`src/rtl/kim_if_stage_p_if.sv`:
```
// ============================================================================
// Module      : kim_if_stage_p_if
// Description : Fetch-stage bus: redirect/stall controls, instruction memory
//               port and IF/ID pipeline register outputs.
// Revision    : 1.0  initial release
// ============================================================================
`default_nettype none

interface kim_if_stage_p_if #(
  parameter int PC_WIDTH       = 32,
  parameter int MEM_ADDR_WIDTH = 6
);
  logic                      stall;
  logic                      redirect_valid;
  logic [PC_WIDTH-1:0]       redirect_target;
  logic [31:0]               instruction;
  logic [MEM_ADDR_WIDTH-1:0] r_addr_by_pc;
  logic [PC_WIDTH-1:0]       pc;
  logic [31:0]               if_id_instr;
  logic [PC_WIDTH-1:0]       if_id_pc_plus4;
  logic                      if_id_valid;
  logic                      fetch_misalign;
  logic [PC_WIDTH-1:0]       misalign_pc;

  // Fetch stage side
  modport master (
    input  stall, redirect_valid, redirect_target, instruction,
    output r_addr_by_pc, pc, if_id_instr, if_id_pc_plus4, if_id_valid,
           fetch_misalign, misalign_pc
  );

  // Hazard/decode logic and instruction memory side
  modport slave (
    output stall, redirect_valid, redirect_target, instruction,
    input  r_addr_by_pc, pc, if_id_instr, if_id_pc_plus4, if_id_valid,
           fetch_misalign, misalign_pc
  );
endinterface

`default_nettype wire

```
`src/rtl/kim_if_stage_p.sv`:
```
// ============================================================================
// Module      : kim_if_stage_p
// Description : MIPS instruction-fetch stage: PC, memory address, IF/ID reg.
//               Define KIM_IF_ALIGN_CHECK_EN to trap misaligned redirects.
// Revision    : 1.0  initial release
// ============================================================================
`default_nettype none

module kim_if_stage_p #(
  parameter int                  PC_WIDTH       = 32,
  parameter int                  MEM_ADDR_WIDTH = 6,
  parameter logic [PC_WIDTH-1:0] RESET_PC       = '0
) (
  input  wire                     clk,
  input  wire                     reset,
  kim_if_stage_p_if.master        bus
);

  localparam logic [PC_WIDTH-1:0] c_pc_step   = PC_WIDTH'(4);
  localparam logic [PC_WIDTH-1:0] c_align_msk = ~PC_WIDTH'(3);

  typedef enum logic [0:0] {FETCH = 1'b0, HALT = 1'b1} state_t;

  state_t              r_state, w_state_next;
  logic [PC_WIDTH-1:0] r_pc, w_pc_next;
  logic [31:0]         r_instr, w_instr_next;
  logic [PC_WIDTH-1:0] r_pc_plus4, w_pc_plus4_next;
  logic                r_valid, w_valid_next;
  logic [PC_WIDTH-1:0] w_pc_plus4;

`ifdef KIM_IF_ALIGN_CHECK_EN
  logic                r_misalign, w_misalign_next;
  logic [PC_WIDTH-1:0] r_misalign_pc, w_misalign_pc_next;
`endif

  assign w_pc_plus4 = r_pc + c_pc_step;

  always_ff @(posedge clk) begin
    if (reset) begin
      r_state    <= FETCH;
      r_pc       <= RESET_PC;
      r_instr    <= 32'h0000_0000;
      r_pc_plus4 <= '0;
      r_valid    <= 1'b0;
    end else begin
      r_state    <= w_state_next;
      r_pc       <= w_pc_next;
      r_instr    <= w_instr_next;
      r_pc_plus4 <= w_pc_plus4_next;
      r_valid    <= w_valid_next;
    end
  end

`ifdef KIM_IF_ALIGN_CHECK_EN
  always_ff @(posedge clk) begin
    if (reset) begin
      r_misalign    <= 1'b0;
      r_misalign_pc <= '0;
    end else begin
      r_misalign    <= w_misalign_next;
      r_misalign_pc <= w_misalign_pc_next;
    end
  end
`endif

  // Priority inside FETCH: redirect > stall > sequential advance
  always_comb begin
    w_state_next    = r_state;
    w_pc_next       = r_pc;
    w_instr_next    = r_instr;
    w_pc_plus4_next = r_pc_plus4;
    w_valid_next    = r_valid;
`ifdef KIM_IF_ALIGN_CHECK_EN
    w_misalign_next    = r_misalign;
    w_misalign_pc_next = r_misalign_pc;
`endif
    case (r_state)
      FETCH: begin
        if (bus.redirect_valid) begin
          w_instr_next    = 32'h0000_0000;
          w_pc_plus4_next = '0;
          w_valid_next    = 1'b0;
`ifdef KIM_IF_ALIGN_CHECK_EN
          if (bus.redirect_target[1:0] != 2'b00) begin
            w_misalign_next    = 1'b1;
            w_misalign_pc_next = bus.redirect_target;
            w_state_next       = HALT;
          end else begin
            w_pc_next = bus.redirect_target;
          end
`else
          w_pc_next = bus.redirect_target & c_align_msk;
`endif
        end else if (!bus.stall) begin
          w_pc_next       = w_pc_plus4;
          w_instr_next    = bus.instruction;
          w_pc_plus4_next = w_pc_plus4;
          w_valid_next    = 1'b1;
        end
      end
      HALT: begin
        w_instr_next    = 32'h0000_0000;
        w_pc_plus4_next = '0;
        w_valid_next    = 1'b0;
      end
      default: begin
        w_state_next = FETCH;
      end
    endcase
  end

  assign bus.r_addr_by_pc   = r_pc[MEM_ADDR_WIDTH-1:0];
  assign bus.pc             = r_pc;
  assign bus.if_id_instr    = r_instr;
  assign bus.if_id_pc_plus4 = r_pc_plus4;
  assign bus.if_id_valid    = r_valid;
`ifdef KIM_IF_ALIGN_CHECK_EN
  assign bus.fetch_misalign = r_misalign;
  assign bus.misalign_pc    = r_misalign_pc;
`else
  assign bus.fetch_misalign = 1'b0;
  assign bus.misalign_pc    = '0;
`endif

endmodule

`default_nettype wire
```
`src/flat_wrapper.sv`:
```
// flat-port wrapper written by rule: the top's interface ports become plain ports
module kim_if_stage_p_flat 
#(
  parameter int                  PC_WIDTH       = 32,
  parameter int                  MEM_ADDR_WIDTH = 6,
  parameter logic [PC_WIDTH-1:0] RESET_PC       = '0
)
  (clk, reset, bus_stall, bus_redirect_valid, bus_redirect_target, bus_instruction, bus_r_addr_by_pc, bus_pc, bus_if_id_instr, bus_if_id_pc_plus4, bus_if_id_valid, bus_fetch_misalign, bus_misalign_pc);
  kim_if_stage_p_if #(.PC_WIDTH(PC_WIDTH), .MEM_ADDR_WIDTH(MEM_ADDR_WIDTH)) bus_i ();
  input  wire clk;
  input  wire reset;
  input wire logic [$bits(bus_i.stall)-1:0] bus_stall;
  input wire logic [$bits(bus_i.redirect_valid)-1:0] bus_redirect_valid;
  input wire logic [$bits(bus_i.redirect_target)-1:0] bus_redirect_target;
  input wire logic [$bits(bus_i.instruction)-1:0] bus_instruction;
  output wire logic [$bits(bus_i.r_addr_by_pc)-1:0] bus_r_addr_by_pc;
  output wire logic [$bits(bus_i.pc)-1:0] bus_pc;
  output wire logic [$bits(bus_i.if_id_instr)-1:0] bus_if_id_instr;
  output wire logic [$bits(bus_i.if_id_pc_plus4)-1:0] bus_if_id_pc_plus4;
  output wire logic [$bits(bus_i.if_id_valid)-1:0] bus_if_id_valid;
  output wire logic [$bits(bus_i.fetch_misalign)-1:0] bus_fetch_misalign;
  output wire logic [$bits(bus_i.misalign_pc)-1:0] bus_misalign_pc;
  assign bus_i.stall = bus_stall;
  assign bus_i.redirect_valid = bus_redirect_valid;
  assign bus_i.redirect_target = bus_redirect_target;
  assign bus_i.instruction = bus_instruction;
  assign bus_r_addr_by_pc = bus_i.r_addr_by_pc;
  assign bus_pc = bus_i.pc;
  assign bus_if_id_instr = bus_i.if_id_instr;
  assign bus_if_id_pc_plus4 = bus_i.if_id_pc_plus4;
  assign bus_if_id_valid = bus_i.if_id_valid;
  assign bus_fetch_misalign = bus_i.fetch_misalign;
  assign bus_misalign_pc = bus_i.misalign_pc;
  kim_if_stage_p #(.PC_WIDTH(PC_WIDTH), .MEM_ADDR_WIDTH(MEM_ADDR_WIDTH), .RESET_PC(RESET_PC)) u_core (.clk(clk), .reset(reset), .bus(bus_i));
endmodule
```
`config.mk`:
```
export PLATFORM = sky130hd
export DESIGN_NAME = kim_if_stage_p_flat
export DESIGN_NICKNAME = d
export VERILOG_FILES = /design/src/rtl/kim_if_stage_p_if.sv /design/src/rtl/kim_if_stage_p.sv /design/src/flat_wrapper.sv
export SDC_FILE = /design/constraint.sdc
export NUM_CORES = 1
export LEC_CHECK = 0
export BUFFER_PORTS_ARGS = -buffer_cell sky130_fd_sc_hd__clkbuf_2
export CAP_MARGIN = 20
export CORE_MARGIN = 2
export CORE_UTILIZATION = 48
export DETAILED_ROUTE_END_ITERATION = 6
export PLACE_DENSITY = 0.81
export SYNTH_ARGS = -nofsm -noshare
export SYNTH_HDL_FRONTEND = slang
export SYNTH_SLANG_ARGS = --single-unit
export TNS_END_PERCENT = 20
```
`constraint.sdc`:
```
create_clock -name clk -period 2.1 [get_ports clk]
set_input_delay 0.105 -clock clk [delete_from_list [all_inputs] [get_ports clk]]
set_output_delay 0.105 -clock clk [all_outputs]
set_load 0.01 [all_outputs]
```
; ---- Word level (Yosys, flattened, before mapping)
; Index checks and enable logic that the tools add are counted.
[word_totals]
reg_bits = 97
input_bits = 68
[op_classes]
n_addsub = 1
mux = 7
eq_ne = 1
[ops]
columns = operator, count
row1 = $mux 32, 5
row2 = $add 32x3->32 const B, 1
row3 = $mux 1, 2
row4 = $ne 2x1->1 const B, 1

; ---- Longest topological paths before layout
[depth]
depth_word = 3
mapped_depth = 7
ltp_nobuf = 5

; ---- Worst setup path before layout
; No wires, ideal clock.
[synth_timing]
path_type = flip-flop to flip-flop
startpoint = reg u_core.r_pc[2], in the netlist u_core.bus.pc[2]
endpoint = reg u_core.r_pc_plus4[24], in the netlist u_core.bus.if_id_pc_plus4[24]
period_less_slack_ps = 1863
setup_ps = 74
stages_incl_launch_ff = 7
setup_slack_ps = 237
required_time_ps = 2026
arrival_ps = 1789
path_cell_list = dfxtp_1 ha_1 and3_1 nand4_1 buf_2 or4_1 a31oi_1
[synth_via]
elab_chain_len = 3
[synth_lines]
columns = element, line_no
row1 = from (decl), kim_if_stage_p.sv:25  ; logic [PC_WIDTH-1:0] r_pc, w_pc_next;
row2 = from (signal assigned), kim_if_stage_p.sv:47  ; r_pc <= w_pc_next;
row3 = $add 32x3->32, kim_if_stage_p.sv:36  ; assign w_pc_plus4 = r_pc + c_pc_step;
row4 = $mux 32, kim_if_stage_p.sv:94  ; end else if (!bus.stall) begin
row5 = $mux 32, kim_if_stage_p.sv:79  ; if (bus.redirect_valid) begin
row6 = to (signal assigned), kim_if_stage_p.sv:49  ; r_pc_plus4 <= w_pc_plus4_next;
row7 = to (decl), kim_if_stage_p.sv:27  ; logic [PC_WIDTH-1:0] r_pc_plus4, w_pc_plus4_next;
; No other way between the ends. The select of a mux whose other input is x is not followed.
; A chain may end at the register's enable or synchronous reset.

; ---- Worst setup path in the final report
[layout_timing]
startpoint = reg u_core.r_pc[4], in the netlist u_core.bus.pc[4]
endpoint = reg u_core.r_pc[23], in the netlist u_core.bus.pc[23]
[layout_via]
elab_chain_len = 3
[layout_lines]
columns = element, line_no
row1 = $add 32x3->32, kim_if_stage_p.sv:36
row2 = $mux 32, kim_if_stage_p.sv:94
row3 = $mux 32, kim_if_stage_p.sv:79
; No other way between the ends. The select of a mux whose other input is x is not followed.

==> impl_metrics.toml <==
[pwr]
pwr-share-comb_pct = 16.2
irDropWorstVdd_v = 0.000455
intPower_mw = 2.96
powerDensity_nw_per_um2 = 638
netSwitchingFraction_pct = 27.5
seqPwrFrac_pct = 47.7
p_switching_mw = 1.12
leakage_nw = 2.82
power.total_mw = 4.08
p_clk_share_pct = 36.0

[timing]
worst_pin_slew_ns = 0.546
finalMaxSlewViolations = 0
max_slew_margin_pct = 63.3
min_period_ns = 1.99
fmax_mhz = 502
fin_ws_ns = 0.110
finalSetupTns_ns = 0
setup_viol = 0
fin_skew_ns = 0.0156
fin_crit_sh_pct = 94.8
hold_violations = 0
rsz0062_at_grt = "yes"
holdWs_ns = 0.00455

[floorplanning]
core-area_sq_um = 9680
die_area_sq_um = 10700
die_w_um = 103
boundaryPins = 204
rows = 36
initial_core_util_pct = 48.8
dieHeight_um = 103

[grt]
grt_start_max_net_pins = 38
grt_pass1_wl_um = 22500
grt_use_met2_pct = 49.1
groute.usage.overall_pct = 27.2
grt_pass1_vias = 4639
met3_usage_pct = 5.44
grt_antenna_before_repair = 0
top_usage_layer = "met2"
use_met1_pct = 31.8
gr-total-overflow = 0

[synthesis]
yosys_register_bits = 94
netlist_area_sq_um = 4730
synth-xor-area-share_pct = 3.89
async_flop_share_pct = 0
synth_compound_area_share_pct = 15.7
synth_area_leaders = "dfxtp_1 40%, mux2i_1 7.2%, buf_4 6.7%"
synth_mux_area_share_pct = 7.20
syn_inst = 547
synthAdderAreaFrac_pct = 0.265
synth_cell_types = 47
synthTopCellsByCount = "94 x dfxtp_1, 66 x nor2_1, 42 x buf_4"
yosysMostFrequentCell = "dfxtp_1"
syn_avg_cell_area_sq_um = 8.64
ys_warn_count = 0
synth_top_family_by_area = "simple AND/OR/NAND/NOR gates"
synth-edff-count = 0
synth_top_area_share_pct = 39.8
yosysSeqAreaShare_pct = 39.8
synth-simple-area-share_pct = 21.9
synth_area_leader_cell = "dfxtp_1"
synth_flop_cell = "dfxtp_1"

[cells_and_area]
finish.utilization_pct = 66.0
final_cells = 899
final_layout_size_suffix_gt1_share_pct = 30.2
antenna_cells = 0
final_area_sq_um = 6390
nNetsFinal = 830
area_delta_synth_final_pct = 35.3

[worst_setup_path]
worstPathMaxFanout = 7
cp_num_cells = 4
worstPathRequired_ns = 2.36
cp_top_family = "simple AND/OR/NAND/NOR gates"
critical_path_class = "flop to flop"
reg2regPathDepth = 4
worstPathCellList = "and4_1, nand3_1, or4_1, a311oi_1"
crit_path_start_kind = "flop"
cp.arrival_ns = 2.25
cp_slowest_cell = "dfxtp_1"
endpoint_kind = "flop"
max_stage_delay_ns = 0.48
crit_buf_inv = 0

[place]
dpl.hpwl_um = 9950
placed_area_sq_um = 5640
routabilityCongestion = 0.848
dp_cells = 834
portBuffers = 164
dp_slack_ns = 0.126

[clocking]
clock-sinks = 94
clk_pin_slew_ns = 0.10
clk_latency_ns = 0.38
cts_root_buf = "clkbuf_8"
cts_buffer_depth = 2
cts_tree = "done"
cts_buffers = 9
htree_levels = 3

[routing]
ant_nets = 0
drc = 0
finalWirelength_um = 14700
firstDrtPassIters = 4
wl_per_cell_um = 16.3
avgViaCountPerCell = 5.46
drt-initial-drc-count = 236
vias = 4907

[job]
max_cap_violations = 0

[worst_hold_path]
hold_depth = 3
hold_class = "input pin to flop"

[outcome]
outcome = "finished, final reports clean"
## power groups by stage
stage / Clock [mW] / Combinational (mW) / Sequential (mW)
after global placement: 0 / 0.564 / 1.98
after global routing: 1.55 / 0.725 / 1.96
after detailed placement: 0 / 0.577 / 1.99
after floorplan: 0 / 0.344 / 2.01
final: 1.47 / 0.662 / 1.95
after CTS: 1.48 / 0.651 / 1.94
## metal layers
layer  vias to the layer above  part of all wire (%)
met4                         0                   2.0
li1                       2340                     -
met3                        27                   7.0
met5                         -                     0
met1                      2327                    40
met2                       213                    51
## cells by family after synthesis
kind of cell	after synthesis
compound gates	114
buf+inv	94
fa+ha+maj	1
mux	34
simple gates	188
other cells	1
flops	94
xor+xnor	21
## registers in the layout, summed over array words and instances (netlist names)
signal,cells
u_core.bus.if_id_instr,32
u_core.bus.if_id_pc_plus4,31
u_core.bus.pc,30
u_core.bus.if_id_valid,1
## cells in the final DEF (no fill, tap or decap), types with 4 or more instances in the layout
master and n:
a21oi_1 20, clkbuf_2 163, inv_1 10, and4_1 14
nor3_1 13, nand4_1 9, or3_1 9, dlygate4sd3_1 48
xnor2_1 17, conb_1 37, nand3_1 9, nor4_1 9
a2111oi_0 4, clkbuf_8 9, or4_1 10, o31ai_1 8
o21ai_0 33, nand2_1 20, dfxtp_1 93, mux2i_1 34
xor2_1 4, nor2_1 66, a211oi_1 23, a311oi_1 9
and3_1 9, a31oi_1 8, buf_4 37
## worst paths after layout
kind	from	endpoint	slack (ns)
worst max-delay path	u_core.bus.pc[4]	u_core.bus.pc[23]	0.11
worst min-delay path	bus_redirect_target[6]	u_core.bus.pc[6]	0.005
worst max register to register	u_core.bus.pc[4]	u_core.bus.pc[23]	0.11
worst min register to register	u_core.bus.if_id_pc_plus4[3]	u_core.bus.if_id_pc_plus4[3]	0.48
## worst register-to-register path, cell delays in order, from the launching register on
cell and delay, ns:
dfxtp_1 0.48, and4_1 0.40, nand3_1 0.20, or4_1 0.43, a311oi_1 0.37
## repair_timing
action                     CTS  global route
setup endpoints to repair    0             8
hold endpoints to repair    48             0
buffers inserted             0             1
hold buffers                48             0
gates resized for setup      0             5
## final cells by class
type	instances	area, sq um
fill	772	3290
multi-input combinational	395	2480
sequential	94	1880
timing repair buffer	249	1580
tap	133	166
clock buffer	9	124
clock inverter	7	120
inverter	12	45.0
No activity file was read; power rests on OpenSTA's default activity.
